--- src/rtl/taiga_axi_master_pkg.sv ---
// Shared types for the Taiga AXI4 master: FSM state, AXI encodings and
// err_sticky bit positions.
package taiga_axi_types;

  typedef enum logic [1:0] {
    ST_IDLE    = 2'd0,
    ST_ADDR_RD = 2'd1,
    ST_ADDR_WR = 2'd2,
    ST_DATA_WR = 2'd3
  } state_e;

  localparam logic [1:0] BURST_INCR = 2'b01;
  localparam logic [1:0] RESP_OKAY  = 2'b00;

  localparam int ERR_BAD_RESP = 0;
  localparam int ERR_4K_CROSS = 1;

  function automatic logic resp_is_err(input logic [1:0] resp);
    return resp != RESP_OKAY;
  endfunction

endpackage

--- src/rtl/axi_outstanding_counter.sv ---
// Per-direction count of issued-but-unfinished AXI transactions.
module axi_outstanding_counter #(
  parameter int MAX_OUTSTANDING = 4
) (
  input  logic clk,
  input  logic rst,
  input  logic inc_i,
  input  logic dec_i,
  output logic avail_o,
  output logic busy_o
);

  localparam int CNT_W = $clog2(MAX_OUTSTANDING + 1);

  logic [CNT_W-1:0] count_q, count_d;

  // Simultaneous issue and retire leave the count unchanged.
  always_comb begin
    count_d = count_q;
    if (inc_i && !dec_i)      count_d = count_q + CNT_W'(1);
    else if (!inc_i && dec_i) count_d = count_q - CNT_W'(1);
  end

  always_ff @(posedge clk or posedge rst) begin
    if (rst) count_q <= '0;
    else     count_q <= count_d;
  end

  assign avail_o = count_q < CNT_W'(MAX_OUTSTANDING);
  assign busy_o  = count_q != '0;

endmodule

--- src/rtl/taiga_axi_master.sv ---
// Simple request-driven AXI4 master: one address phase per request, write data
// and read data pass through combinationally, responses retire outstanding slots.
module taiga_axi_master
  import taiga_axi_types::*;
#(
  parameter int          ADDR_W          = 32,
  parameter int          DATA_W          = 32,
  parameter int          ID_W            = 6,
  parameter int          MAX_OUTSTANDING = 4,
  parameter int          MAX_BURST       = 16,
  parameter logic [3:0]  CACHE           = 4'b0011,
  localparam int         LEN_W           = (MAX_BURST > 1) ? $clog2(MAX_BURST) : 1
) (
  input  logic                clk,
  input  logic                rst,
  // Request side
  input  logic                req_valid,
  output logic                req_ready,
  input  logic                req_rnw,
  input  logic [ADDR_W-1:0]   req_addr,
  input  logic [LEN_W-1:0]    req_len,
  input  logic                wd_valid,
  output logic                wd_ready,
  input  logic [DATA_W-1:0]   wd_data,
  input  logic [DATA_W/8-1:0] wd_be,
  output logic                rd_valid,
  input  logic                rd_ready,
  output logic [DATA_W-1:0]   rd_data,
  output logic                rd_last,
  output logic                rd_err,
  output logic                wr_done,
  output logic                wr_err,
  output logic [1:0]          err_sticky,
  input  logic                err_clear,
  output logic [1:0]          dbg_state_o,
  // AXI read address / data
  output logic [ID_W-1:0]     m_axi_arid,
  output logic [ADDR_W-1:0]   m_axi_araddr,
  output logic [7:0]          m_axi_arlen,
  output logic [2:0]          m_axi_arsize,
  output logic [1:0]          m_axi_arburst,
  output logic [3:0]          m_axi_arcache,
  output logic [2:0]          m_axi_arprot,
  output logic                m_axi_arlock,
  output logic [3:0]          m_axi_arqos,
  output logic                m_axi_arvalid,
  input  logic                m_axi_arready,
  input  logic [ID_W-1:0]     m_axi_rid,
  input  logic [DATA_W-1:0]   m_axi_rdata,
  input  logic [1:0]          m_axi_rresp,
  input  logic                m_axi_rlast,
  input  logic                m_axi_rvalid,
  output logic                m_axi_rready,
  // AXI write address / data / response
  output logic [ID_W-1:0]     m_axi_awid,
  output logic [ADDR_W-1:0]   m_axi_awaddr,
  output logic [7:0]          m_axi_awlen,
  output logic [2:0]          m_axi_awsize,
  output logic [1:0]          m_axi_awburst,
  output logic [3:0]          m_axi_awcache,
  output logic [2:0]          m_axi_awprot,
  output logic                m_axi_awlock,
  output logic [3:0]          m_axi_awqos,
  output logic                m_axi_awvalid,
  input  logic                m_axi_awready,
  output logic [DATA_W-1:0]   m_axi_wdata,
  output logic [DATA_W/8-1:0] m_axi_wstrb,
  output logic                m_axi_wlast,
  output logic                m_axi_wvalid,
  input  logic                m_axi_wready,
  input  logic [ID_W-1:0]     m_axi_bid,
  input  logic [1:0]          m_axi_bresp,
  input  logic                m_axi_bvalid,
  output logic                m_axi_bready
);

  // Every channel uses valid/ready: a transfer happens on a clock edge where
  // both are high, and a raised valid holds its payload until that edge.

  localparam int SIZE_LOG = $clog2(DATA_W / 8);

  state_e              state_q;
  logic                arvalid_q, awvalid_q;
  logic [ADDR_W-1:0]   addr_q;
  logic [LEN_W-1:0]    len_q, beat_q;
  logic [ID_W-1:0]     rid_q, wid_q;
  logic                wr_done_q, wr_err_q;
  logic [1:0]          err_q, err_d, err_set;
  logic                rd_avail, wr_avail, rd_busy, wr_busy;
  logic                req_hs, ar_hs, aw_hs, w_hs, r_hs, b_hs;
  logic                in_data_wr;
  logic [13:0]         burst_bytes, last_byte;
  logic                cross_4k;
  logic                unused_ids;

  assign in_data_wr = state_q == ST_DATA_WR;
  assign req_ready  = (state_q == ST_IDLE) && (req_rnw ? rd_avail : wr_avail);

  assign req_hs = req_valid && req_ready;
  assign ar_hs  = arvalid_q && m_axi_arready;
  assign aw_hs  = awvalid_q && m_axi_awready;
  assign w_hs   = m_axi_wvalid && m_axi_wready;
  assign r_hs   = m_axi_rvalid && m_axi_rready;
  assign b_hs   = m_axi_bvalid && m_axi_bready;

  // Offset of the burst's last byte within the current 4 KB page.
  assign burst_bytes = (14'(req_len) + 14'd1) << SIZE_LOG;
  assign last_byte   = {2'b00, req_addr[11:0]} + burst_bytes - 14'd1;
  assign cross_4k    = last_byte[13:12] != 2'b00;

  always_comb begin
    err_set               = 2'b00;
    err_set[ERR_BAD_RESP] = (r_hs && resp_is_err(m_axi_rresp)) ||
                            (b_hs && resp_is_err(m_axi_bresp));
    err_set[ERR_4K_CROSS] = req_hs && cross_4k;
    err_d                 = (err_clear ? 2'b00 : err_q) | err_set;
  end

  always_ff @(posedge clk or posedge rst) begin
    if (rst) begin
      state_q   <= ST_IDLE;
      arvalid_q <= 1'b0;
      awvalid_q <= 1'b0;
      addr_q    <= '0;
      len_q     <= '0;
      beat_q    <= '0;
      rid_q     <= '0;
      wid_q     <= '0;
      wr_done_q <= 1'b0;
      wr_err_q  <= 1'b0;
      err_q     <= 2'b00;
    end else begin
      wr_done_q <= b_hs;
      wr_err_q  <= b_hs && resp_is_err(m_axi_bresp);
      err_q     <= err_d;
      case (state_q)
        ST_IDLE: if (req_hs) begin
          addr_q <= req_addr;
          len_q  <= req_len;
          if (req_rnw) begin
            state_q   <= ST_ADDR_RD;
            arvalid_q <= 1'b1;
          end else begin
            state_q   <= ST_ADDR_WR;
            awvalid_q <= 1'b1;
          end
        end
        ST_ADDR_RD: if (ar_hs) begin
          arvalid_q <= 1'b0;
          rid_q     <= rid_q + ID_W'(1);
          state_q   <= ST_IDLE;
        end
        ST_ADDR_WR: if (aw_hs) begin
          awvalid_q <= 1'b0;
          wid_q     <= wid_q + ID_W'(1);
          beat_q    <= '0;
          state_q   <= ST_DATA_WR;
        end
        ST_DATA_WR: if (w_hs) begin
          if (m_axi_wlast) state_q <= ST_IDLE;
          else             beat_q  <= beat_q + LEN_W'(1);
        end
        default: state_q <= ST_IDLE;
      endcase
    end
  end

  axi_outstanding_counter #(.MAX_OUTSTANDING(MAX_OUTSTANDING)) u_rd_cnt (
    .clk     (clk),
    .rst     (rst),
    .inc_i   (ar_hs),
    .dec_i   (r_hs && m_axi_rlast),
    .avail_o (rd_avail),
    .busy_o  (rd_busy)
  );

  axi_outstanding_counter #(.MAX_OUTSTANDING(MAX_OUTSTANDING)) u_wr_cnt (
    .clk     (clk),
    .rst     (rst),
    .inc_i   (aw_hs),
    .dec_i   (b_hs),
    .avail_o (wr_avail),
    .busy_o  (wr_busy)
  );

  assign m_axi_arid    = rid_q;
  assign m_axi_araddr  = addr_q;
  assign m_axi_arlen   = 8'(len_q);
  assign m_axi_arsize  = 3'(SIZE_LOG);
  assign m_axi_arburst = BURST_INCR;
  assign m_axi_arcache = CACHE;
  assign m_axi_arprot  = 3'b000;
  assign m_axi_arlock  = 1'b0;
  assign m_axi_arqos   = 4'h0;
  assign m_axi_arvalid = arvalid_q;

  assign m_axi_awid    = wid_q;
  assign m_axi_awaddr  = addr_q;
  assign m_axi_awlen   = 8'(len_q);
  assign m_axi_awsize  = 3'(SIZE_LOG);
  assign m_axi_awburst = BURST_INCR;
  assign m_axi_awcache = CACHE;
  assign m_axi_awprot  = 3'b000;
  assign m_axi_awlock  = 1'b0;
  assign m_axi_awqos   = 4'h0;
  assign m_axi_awvalid = awvalid_q;

  // Write data is only forwarded while a burst is open.
  assign m_axi_wvalid = wd_valid && in_data_wr;
  assign wd_ready     = m_axi_wready && in_data_wr;
  assign m_axi_wdata  = wd_data;
  assign m_axi_wstrb  = wd_be;
  assign m_axi_wlast  = in_data_wr && (beat_q == len_q);

  assign rd_valid     = m_axi_rvalid;
  assign m_axi_rready = rd_ready;
  assign rd_data      = m_axi_rdata;
  assign rd_last      = m_axi_rlast;
  assign rd_err       = resp_is_err(m_axi_rresp);

  assign m_axi_bready = wr_busy;
  assign wr_done      = wr_done_q;
  assign wr_err       = wr_err_q;
  assign err_sticky   = err_q;
  assign dbg_state_o  = state_q;

  // Responses are retired in order, so returned IDs are not needed.
  assign unused_ids = ^{m_axi_rid, m_axi_bid, rd_busy};

endmodule

--- config.mk ---
export PLATFORM = sky130hd
export DESIGN_NAME = taiga_axi_master
export DESIGN_NICKNAME = d
export VERILOG_FILES = /design/src/rtl/taiga_axi_master_pkg.sv /design/src/rtl/axi_outstanding_counter.sv /design/src/rtl/taiga_axi_master.sv
export SDC_FILE = /design/constraint.sdc
export NUM_CORES = 1
export LEC_CHECK = 0
export CORE_AREA = 2 2 134 136
export CTS_BUF_LIST = sky130_fd_sc_hd__clkbuf_4
export DETAILED_ROUTE_END_ITERATION = 12
export DIE_AREA = 0 0 136 138
export MAX_ROUTING_LAYER = met4
export PLACE_DENSITY = 0.71
export SYNTH_ARGS = -nofsm -noshare
export SYNTH_HDL_FRONTEND = slang
export SYNTH_HIERARCHICAL = 1
export SYNTH_SLANG_ARGS = --single-unit
--- constraint.sdc ---
create_clock -name clk -period 2.69 [get_ports clk]
set_input_delay 0.269 -clock clk [delete_from_list [all_inputs] [get_ports clk]]
set_output_delay 0.269 -clock clk [all_outputs]
set_load 0.01 [all_outputs]
=== Word-level counts from Yosys, hierarchy flattened ===
Cells that the tools add are included.

* Register bits after elaboration: 66
* Bits of input ports: 133
* Output and inout port bits: 211
* Logic and storage cells: 103

* $add $sub $neg: 10
* $lt $le $gt $ge: 2
* Equal/unequal tests: 12
* Mux-type cells: 25
* Bitwise logic cells: 1
* Reductions and logical operators: 40

{| class="wikitable"
|+ Operators by type and width
! kind !! count
|-
| 1-bit logical AND || 18
|-
| 2-bit nonzero test || 8
|-
| 2-bit two-way mux || 7
|-
| 13-bit by 1-bit subtractor with 14-bit output (second input constant) || 1
|-
| 12-bit by 7-bit adder with 13-bit output || 1
|-
| 6-bit by 1-bit adder with 6-bit output (second input constant) || 2
|-
| 3-bit two-way mux || 4
|-
| 4-bit two-way mux || 3
|-
| 2-bit != test (second input constant) || 6
|-
| 4-bit AND reduction || 3
|-
| 2-bit case mux with 4 select lines || 1
|-
| 4-bit case mux with 2 select lines || 1
|-
| 1-bit two-way mux || 7
|-
| 3-bit by 1-bit adder with 3-bit output (second input constant) || 2
|-
| 3-bit < comparator (second input constant) || 2
|-
| 2-bit AND reduction || 3
|-
| 3-bit by 1-bit subtractor with 3-bit output (second input constant) || 2
|-
| 4-bit by 1-bit adder with 5-bit output (second input constant) || 1
|-
| 5-bit AND reduction || 1
|-
| 4-bit by 1-bit adder with 4-bit output (second input constant) || 1
|-
| 2-bit == test (second input constant) || 2
|-
| 4-bit == test || 1
|-
| 1-bit zero test || 4
|-
| 2-bit by 1-bit != test with 1-bit output (second input constant) || 2
|-
| 6 further kinds || 7
|}

=== Longest topological paths before layout ===
Gate-level depths: netlist of the first run.

* Depth in word-level cells: 6
* Mapped depth: 11
* Mapped depth without buffers: 11

=== Cells and area by module ===
The synthesis of the first run kept the hierarchy.

{| class="wikitable"
|+ By module, submodules not included
! module !! instances !! cells each !! area an instance (um^2) !! seq. area each (um^2)
|-
| taiga_axi_master || 1 || 410 || 4,111.4 || 1,501.4
|-
| axi_outstanding_counter || 2 || 15 || 170.2 || 75.1
|}

=== Worst setup path after synthesis of the first run ===
OpenSTA, ideal clock, no wires.

* Path type: in2reg
* Start point: in req_len[0]
* End point: reg err_q[1] (netlist: err_sticky[1])
* Library setup time: 122 ps
* Data arrival time: 2,160 ps
* Data required time: 2,568 ps
* Slack: 408 ps
* Stages: 11
* Path buffers: 0
* Path through: ha_1 -> inv_1 -> ha_1 -> inv_1 -> ha_1 -> a21oi_1 -> a21oi_1 -> a211oi_1 -> o311a_1 -> o211ai_1 -> a32o_1

* Word-level cells in the longest chain between the ends: 6

{| class="wikitable"
|+ RTL lines
! what !! line !! source
|-
| start: declaration || taiga_axi_master.sv:21 || <nowiki>input logic [LEN_W-1:0] req_len,</nowiki>
|-
| 4-bit by 1-bit adder with 5-bit output || taiga_axi_master.sv:107 || <nowiki>assign burst_bytes = (14'(req_len) + 14'd1) << SIZE_LOG;</nowiki>
|-
| 12-bit by 7-bit adder with 13-bit output || taiga_axi_master.sv:108 || <nowiki>assign last_byte = {2'b00, req_addr[11:0]} + burst_bytes - 14'd1;</nowiki>
|-
| 13-bit by 1-bit subtractor with 14-bit output || taiga_axi_master.sv:108 ||
|-
| 2-bit nonzero test || taiga_axi_master.sv:109 || <nowiki>assign cross_4k = last_byte[13:12] != 2'b00;</nowiki>
|-
| 1-bit logical AND || taiga_axi_master.sv:115 || <nowiki>err_set[ERR_4K_CROSS] = req_hs && cross_4k;</nowiki>
|-
| 2-bit OR || taiga_axi_master.sv:116 || <nowiki>err_d = (err_clear ? 2'b00 : err_q) | err_set;</nowiki>
|-
| named net err_d[1] || taiga_axi_master.sv:88 || <nowiki>logic [1:0] err_q, err_d, err_set;</nowiki>
|-
| end signal: assignment || taiga_axi_master.sv:135 || <nowiki>err_q <= err_d;</nowiki>
|-
| end: declaration || taiga_axi_master.sv:88 ||
|}

The timed path passes the listed nets, and every way through them passes these cells.
A chain may end at the register's enable or synchronous reset.

=== Final worst setup path of the first run ===
* Start point: reg beat_q[0]
* End point: out m_axi_wlast

* Word-level cells in the longest chain between the ends: 2

{| class="wikitable"
|+ RTL lines
! what !! line !! source
|-
| start: declaration || taiga_axi_master.sv:85 || <nowiki>logic [LEN_W-1:0] len_q, beat_q;</nowiki>
|-
| start signal: assignment || taiga_axi_master.sv:161 || <nowiki>else beat_q <= beat_q + LEN_W'(1);</nowiki>
|-
| 4-bit == test || taiga_axi_master.sv:213 || <nowiki>assign m_axi_wlast = in_data_wr && (beat_q == len_q);</nowiki>
|-
| 1-bit logical AND || taiga_axi_master.sv:213 ||
|-
| end: declaration || taiga_axi_master.sv:68 || <nowiki>output logic m_axi_wlast,</nowiki>
|}

No other way between the ends.

==> results of run 1 <==
[layout make-up]
cell class                 instances  share of cell area [%]
tap                              229                    5.26
sequential                        66                    30.4
timing repair buffer             162                    29.6
clock buffer                      11                    1.52
clock inverter                     4                   0.367
inverter                          35                    2.41
multi-input combinational        222                    30.5
antenna                            1                  0.0459
[layer usage]
layer	wire length (um)	part of all wire, %
met1	3910	40
met2	4770	49
met3	771	7.9
met4	359	3.7
met5	0	0
[repair_timing]
action	CTS	global route
pin swaps	1	0
setup endpoints to repair	1	2
resized for setup	0	4
hold buffers	0	0
buffers inserted	1	0
[stage by stage]
stage          hold slack, ns  worst slack [ns]
2_1_floorplan          0.0226             0.408
3_3_place_gp            0.462            -0.228
6_report               0.0627             0.191
5_1_grt                0.0308            0.0123
3_5_place_dp            0.466            -0.307
4_1_cts                0.0120            0.0987
[layout by cell type, fill, tap and decap left out, drive strengths merged, types with 2 or more instances in the layout]
cell	n
a21o	3
clkdlybuf4s50	153
mux2	31
o21ai	13
inv	35
xor2	12
xnor2	12
clkinv	3
fa	2
o21a	2
conb	42
and4	2
buf	9
nand2	22
a22o	3
nor2	12
ha	22
nor3	2
nand3	9
dfrtp	66
nand4	3
and3	6
a21oi	6
clkbuf	11
[worst max-delay path: stages, from the launching register on]
cell and delay (ns):
dfrtp_1 0.46, xor2_1 0.21, nor4_4 0.29, nand2_1 0.13, nor2_1 0.14, clkdlybuf4s50_1 0.56
[registers in the layout, summed over array words and instances, names as in the netlist]
name,flops
m_axi_awid,6
err_sticky,2
m_axi_arid,6
beat_q,4
wr_done,1
u_wr_cnt/count_q,3
m_axi_arvalid,1
dbg_state_o,2
wr_err,1
m_axi_awvalid,1
u_rd_cnt/count_q,3
len_q,4
m_axi_araddr,32
[final timing paths]
check | startpoint | endpoint | slack, ns
worst min-delay path | rst | u_rd_cnt/count_q[0] | 0.06
worst max-delay path | beat_q[0] | m_axi_wlast | 0.19
max in group asynchronous | rst | m_axi_araddr[22] | 2.03
worst min register to register | m_axi_awid[5] | m_axi_awid[5] | 0.47
min in group clk | req_addr[15] | m_axi_araddr[15] | 0.41
worst max register to register | u_wr_cnt/count_q[0] | u_wr_cnt/count_q[2] | 0.54
[power breakdown]
part	switching, mW	internal (mW)	total, mW
clock	0.363	0.198	0.561
sequential	0.428	1.42	1.85
combinational	1.11	1.67	2.78
==> reports/results.ini, run 1 <==
[status]
status=completed

[die]
core-area_um2=17500
dieArea_um2=18800
ioPinCount=344
die_w_um=136
die_h_um=138
start_util_pct=25.4
rows=49

[setup_path]
crit_type=register to primary output
end_kind=primary output
critPathLaunchType=register
required_ns=2.42
crit_fanout=5
crit_arrival_ns=2.23
reg2regPathDepth=9

[run]
cap_violations=0

[clocking]
ctsLongestPathBuffers=2
cts_tree=yes
cts.sinks=66
cts_buffers=9
htree_levels=3
clock_latency_ns=0.44
clkSlewWorstSetupHoldPaths_ns=0.11
root_buffer=clkbuf_4

[final_layout]
num-fill-cells=1834
fin_nets=653
fin_area_um2=5450
fin_cells=730
regArea_um2=1660
multi_input_area_um2=1660
drive_gt1_share_pct=13.4
utilization_pct=31.1
area_delta_synth_final_pct=22.6

[placed_design]
port_buffers=153
gp_congestion=0.793
dpl.cell_count=713
post-dp-hpwl_um=7570
placed_cell_area_um2=5330

[sta]
min_period_over_period_pct=92.9
drv_slew=0
fin_crit_ns=2.50
setup_viol=0
max_freq_ghz=0.400
setup-tns-final_ns=0
rsz0062_at_grt=no
hold_viol_final=0
skew_ns=0.0149
slew_headroom_pct=60.1
tightest_slew_ns=0.598

[global_route]
grt-busiest-layer=met2
overflow=0
grt_pass1_vias=2827
grtUsageMet2_pct=17.2
grt_max_degree=49
grtUsageMet3_pct=3.56
grt_pass1_wl_um=14800
antenna_found_initial=1
met1_usage_pct=11.9
grt_usage_pct=10.9

[drt]
vias=2857
firstDrtPassIters=4
vias_per_cell=3.91
drt_iter0_drc=44
ant_nets=0
drc=0
avgRoutedWirePerCell_um=13.4
routed_wl_um=9810

[worst_hold_path]
min_path_type=input pin to asynchronous set/reset pin

[yosys]
syn-cell-area_um2=4450
synthCells=439
yosysWarnings=6
avgSynthCellArea_um2=10.1

[power]
p_leak_nw=2.45
ir_drop_mv=0.393
p_per_area_nw_per_um2=952
total_power_mw=5.19

Note: power is estimated with default switching activity, not from simulation.
==> run 2: changes to the inputs <==
Settings changed: CAP_MARGIN set to 20.
Clock period 2.69 ns to 2.85 ns, I/O delays scaled along.
==> run 2 against run 1 <==
Register-to-register slack improved by 0.17 ns. Non-clock buffer count decreased by 2. Highest routed layer unchanged. Global-route usage decreased by 0.065 points. Largest cell class unchanged. Sequential cell count unchanged. Largest power group unchanged. First-iteration DRC count increased by 41%. Critical path depth unchanged.
==> reports/results.ini, run 2 (same netlist as run 1, synthesis figures left out) <==
[drt]
drc=0
routed_wl_um=9580
wl_met2_um=4590
top_layer=met4
wl_met1_um=3880
vias=2876
ant_nets=0
wl_met3_um=714
drt_iter0_drc=62
firstDrtPassIters=4
vias_per_cell=3.95
avgRoutedWirePerCell_um=13.1

[clocking]
cts.sinks=66
cts_buffers=9
clock_latency_ns=0.45
cts_tree=yes
cts_repair_resize_count=0
htree_levels=3
ctsLongestPathBuffers=2
clkSlewWorstSetupHoldPaths_ns=0.10
root_buffer=clkbuf_4

[global_route]
grt_pass1_vias=2789
grt_max_degree=40
grt_usage_pct=10.8
grt_pass1_wl_um=14800
overflow=0
antenna_found_initial=1

[final_layout]
fin_cells=729
final_common_cell=clkdlybuf4s50_1
fin_area_um2=5440
fin_nets=651
largest_reg_flops=32
area_delta_synth_final_pct=22.3
num-fill-cells=1819
drive_gt1_share_pct=12.0
mostFrequentLayoutCells=153 x clkdlybuf4s50_1, 66 x dfrtp_1, 42 x conb_1

[die]
start_util_pct=25.4
rows=49
die_h_um=138
dieArea_um2=18800
ioPinCount=344
die_w_um=136
core-area_um2=17500

[sta]
drv_slew=0
rsz0062_at_grt=no
slew_headroom_pct=53.4
setup_viol=0
tightest_slew_ns=0.697
min_period_over_period_pct=91.0
hold_viol_final=0
skew_ns=0.0207
max_freq_ghz=0.385
fin_hold_ws_ns=0.436
fin_crit_ns=2.59

[power]
ir_drop_mv=0.350
total_power_mw=4.88
p_per_area_nw_per_um2=898
p_leak_nw=2.45

[setup_path]
crit_fanout=4
reg2reg_to=u_wr_cnt/count_q[2]
crit_type=register to primary output
rr_startpoint=u_wr_cnt/count_q[0]
rrSetupSlack_ns=0.71
reg2regPathDepth=9
crit_arrival_ns=2.31
required_ns=2.57
end_kind=primary output
critPathLaunchType=register

[run]
cap_violations=0

[placed_design]
post-dp-hpwl_um=7450
dpl.cell_count=710
gp_congestion=0.795
port_buffers=153
placed_cell_area_um2=5310

[worst_hold_path]
min_to=m_axi_araddr[15]
min_from=req_addr[15]
min_path_cells=2
min_path_type=input pin to register

[status]
status=completed

-- run 2: cell count changes in the layout (fill, tap and decap cells not counted), sizes merged --
cell	previous run	this run
buf	9	6
clkbuf	11	12
dlygate4sd3	0	1
-- run 2: cell type report --
class                           instances  area (um2)  area share (%)
Antenna cell                            1        2.50          0.0460
Tap cell                              229         287            5.27
Clock inverter                          4        18.8           0.345
Timing Repair Buffer                  160        1600            29.4
Clock buffer                           12        90.1            1.66
Multi-Input combinational cell        222        1660            30.5
Inverter                               35         131            2.42
Sequential cell                        66        1650            30.4
-- run 2: metrics by stage --
stage          setup TNS [ns]  setup slack (ns)  utilization (%)
2_1_floorplan               0             0.552                -
3_5_place_dp           -0.175            -0.175             30.3
3_3_place_gp           -0.141            -0.141             30.3
4_1_cts                     0            0.0888             30.9
5_1_grt                     0            0.0585             31.0
6_report                    0             0.255             31.0
-- run 2: power breakdown --
group,switching (mW),internal [mW]
Sequential,0.421,1.34
Combinational,1.01,1.56
Clock,0.356,0.201
Total,1.79,3.10
-- run 2: worst max-delay path: stages, from the launching register on --
cell             delay (ns)
dfrtp_1                0.47
xor2_1                 0.20
nor4_4                 0.35
nand2_1                0.14
nor2_1                 0.15
clkdlybuf4s50_1        0.56
-- run 2: timing repair --
item | in CTS | in global routing
endpoints found under the setup margin | 0 | 1
hold endpoints to repair | 1 | 0
buffers inserted | 0 | 1
hold buffers | 1 | 0
-- run 2: how the worst max path moves through the flow --
stage | start | end | slack, ns
final | len_q[3] | m_axi_wlast | 0.26
after global routing | len_q[3] | m_axi_wlast | 0.06
after CTS | beat_q[1] | m_axi_wlast | 0.09
after detailed placement | req_len[1] | err_sticky[1] | -0.18
after global placement | req_len[1] | err_sticky[1] | -0.14
after floorplan | req_len[0] | err_sticky[1] | 0.55
-- run 2: metal layers --
layer | track usage (%) | vias to the layer above
met1 | 11.8 | 1346
met4 | 7.18 | 0
met2 | 17.2 | 138
met5 | - | -
met3 | 3.04 | 40
li1 | - | 1352
==> run 3: changes to the inputs <==
Settings changed: PLACE_DENSITY 0.71 to 0.73.
Clock period 2.85 ns to 2.3 ns, I/O delays scaled along.
==> run 3 against run 2 <==
Cell count up 1.9%. Clock skew down 0.0066 ns. Total power rose by 26%. Via count increased by 4.1%. Combinational power rose by 30%. Critical path depth increased by 7. Critical endpoint is now err_sticky[1]. Largest power group unchanged.
==> reports/results.ini, run 3 (same netlist as run 1, synthesis figures left out) <==
[final_layout]
fin_cells=743
final_common_cell=clkdlybuf4s50_1
fin_nets=664
utilization_pct=31.7
area_delta_synth_final_pct=25.2
largest_reg_flops=32
mostFrequentLayoutCells=148 x clkdlybuf4s50_1, 63 x dfrtp_1, 42 x conb_1
drive_gt1_share_pct=16.0
num-fill-cells=1816

[setup_path]
crit_buf_inv=3
crit_type=input pin to register
crit_fanout=3
crit_arrival_ns=2.54
cp_top_family=compound AO/OA/AOI/OAI gates
rrSetupSlack_ns=0.19
cp_slowest_stage_delay_ns=0.32
end_kind=register
crit_slowest_cell=ha_2
critPathLaunchType=input pin
cp_cell_sequence=dlygate4sd2_1, ha_2, inv_1, ha_1, inv_1, ha_1, a21oi_1, a21oi_2, a211oi_2, o311a_1, o211ai_1, a32o_1
required_ns=2.63

[sta]
fin_hold_ws_ns=0.132
setup-tns-final_ns=0
setup_viol=0
hold_viol_final=0
min_period_over_period_pct=96.4
fin_crit_ns=2.22
drv_slew=0
rsz0062_at_grt=no
skew_ns=0.0141
max_freq_ghz=0.451

[placed_design]
dpl.cell_count=723
gp_congestion=0.764
port_buffers=153
post-dp-hpwl_um=7890

[die]
ioPinCount=344
dieArea_um2=18800
die_h_um=138
start_util_pct=25.4
die_w_um=136
core-area_um2=17500
rows=49

[clocking]
htree_levels=3
ctsLongestPathBuffers=2
clkSlewWorstSetupHoldPaths_ns=0.11
cts_buffers=9
clock_latency_ns=0.44
cts.sinks=66
cts_tree=yes
root_buffer=clkbuf_4

[global_route]
overflow=0
grt_pass1_vias=2982
grtUsageMet3_pct=3.48
grt-busiest-layer=met2
antenna_found_initial=2
grt_pass1_wl_um=15600
grt_usage_pct=11.5
grtUsageMet2_pct=19.1
grt_max_degree=49
met1_usage_pct=11.7

[power]
ir_drop_mv=0.467
p_per_area_nw_per_um2=1100
p_leak_nw=2.53

[drt]
drc=0
firstDrtPassIters=4
vias=2994
drt_iter0_drc=49
routed_wl_um=10100
avgRoutedWirePerCell_um=13.6
vias_per_cell=4.03
ant_nets=0

[worst_hold_path]
min_path_type=input pin to register

[status]
status=completed

[run]
cap_violations=0

run 3: cell count changes in the layout (fill, tap and decap cells not counted), sizes merged:
cell / before / now
dlygate4sd2: 0 / 4
dlymetal6s2s: 0 / 1
diode: 1 / 2
clkinvlp: 1 / 0
clkdlybuf4s50: 153 / 148
clkinv: 3 / 5
clkbuf: 12 / 11
buf: 6 / 19
run 3: power by group:
part           internal (mW)  total, mW  leakage (nW)  switching, mW
registers               1.66       2.14         0.812          0.475
clock network          0.233      0.663        0.0631          0.430
logic                   2.00       3.34          1.66           1.35
run 3: area by class of cell:
| cell class | count | area [um2] | area share, % |
|---|---|---|---|
| Inverter | 35 | 131 | 2.36 |
| Clock buffer | 11 | 82.6 | 1.48 |
| Timing Repair Buffer | 173 | 1690 | 30.4 |
| Clock inverter | 5 | 21.3 | 0.382 |
| Tap cell | 229 | 287 | 5.15 |
| Multi-Input combinational cell | 222 | 1690 | 30.4 |
| Antenna cell | 2 | 5.00 | 0.0899 |
| Sequential cell | 66 | 1660 | 29.7 |
run 3: path summary, 6_finish.rpt:
kind / startpoint / endpoint / depth (start not counted)
worst max-delay path: req_len[0] / err_sticky[1] / 12
worst min-delay path: req_len[3] / len_q[3] / 2
worst max register to register: u_wr_cnt/count_q[0] / u_wr_cnt/count_q[2] / 9
worst min register to register: m_axi_awid[5] / m_axi_awid[5] / 1
max in group asynchronous: rst / m_axi_araddr[0] / 4
min in group asynchronous: rst / u_wr_cnt/count_q[2] / 3
run 3: per-layer routing:
layer | vias up | wire length [um]
li1 | 1387 | -
met1 | 1409 | 3810
met2 | 148 | 5100
met3 | 50 | 732
met4 | 0 | 467
met5 | - | 0
run 3: stage by stage:
| step | cell area (um2) | setup slack (ns) | total power [mW] |
|---|---|---|---|
| final | 5570 | 0.0826 | 6.14 |
| after floorplan | 4600 | 0.0573 | 4.13 |
| after detailed placement | 5400 | -0.652 | 5.53 |
| after CTS | 5540 | 0.00732 | 6.27 |
| after global placement | 5400 | -0.575 | 5.46 |
| after global routing | 5570 | 0.00445 | 6.62 |
run 3: timing repair:
action | CTS | global route
setup endpoints to repair | 2 | 3
gates resized for setup | 9 | 6
endpoints found under the hold margin | 3 | 0
pin swaps | 2 | 2
buffers inserted | 1 | 0
hold buffers | 1 | 0
run 3: worst register-to-register path, stage by stage, from the launching register on:
cell     delay [ns]
dfrtp_1        0.43
or3_1          0.40
and2_1         0.17
inv_1          0.06
ha_1           0.18
inv_1          0.06
fa_1           0.37
xor2_1         0.15
nor2_1         0.11
xnor2_1        0.13
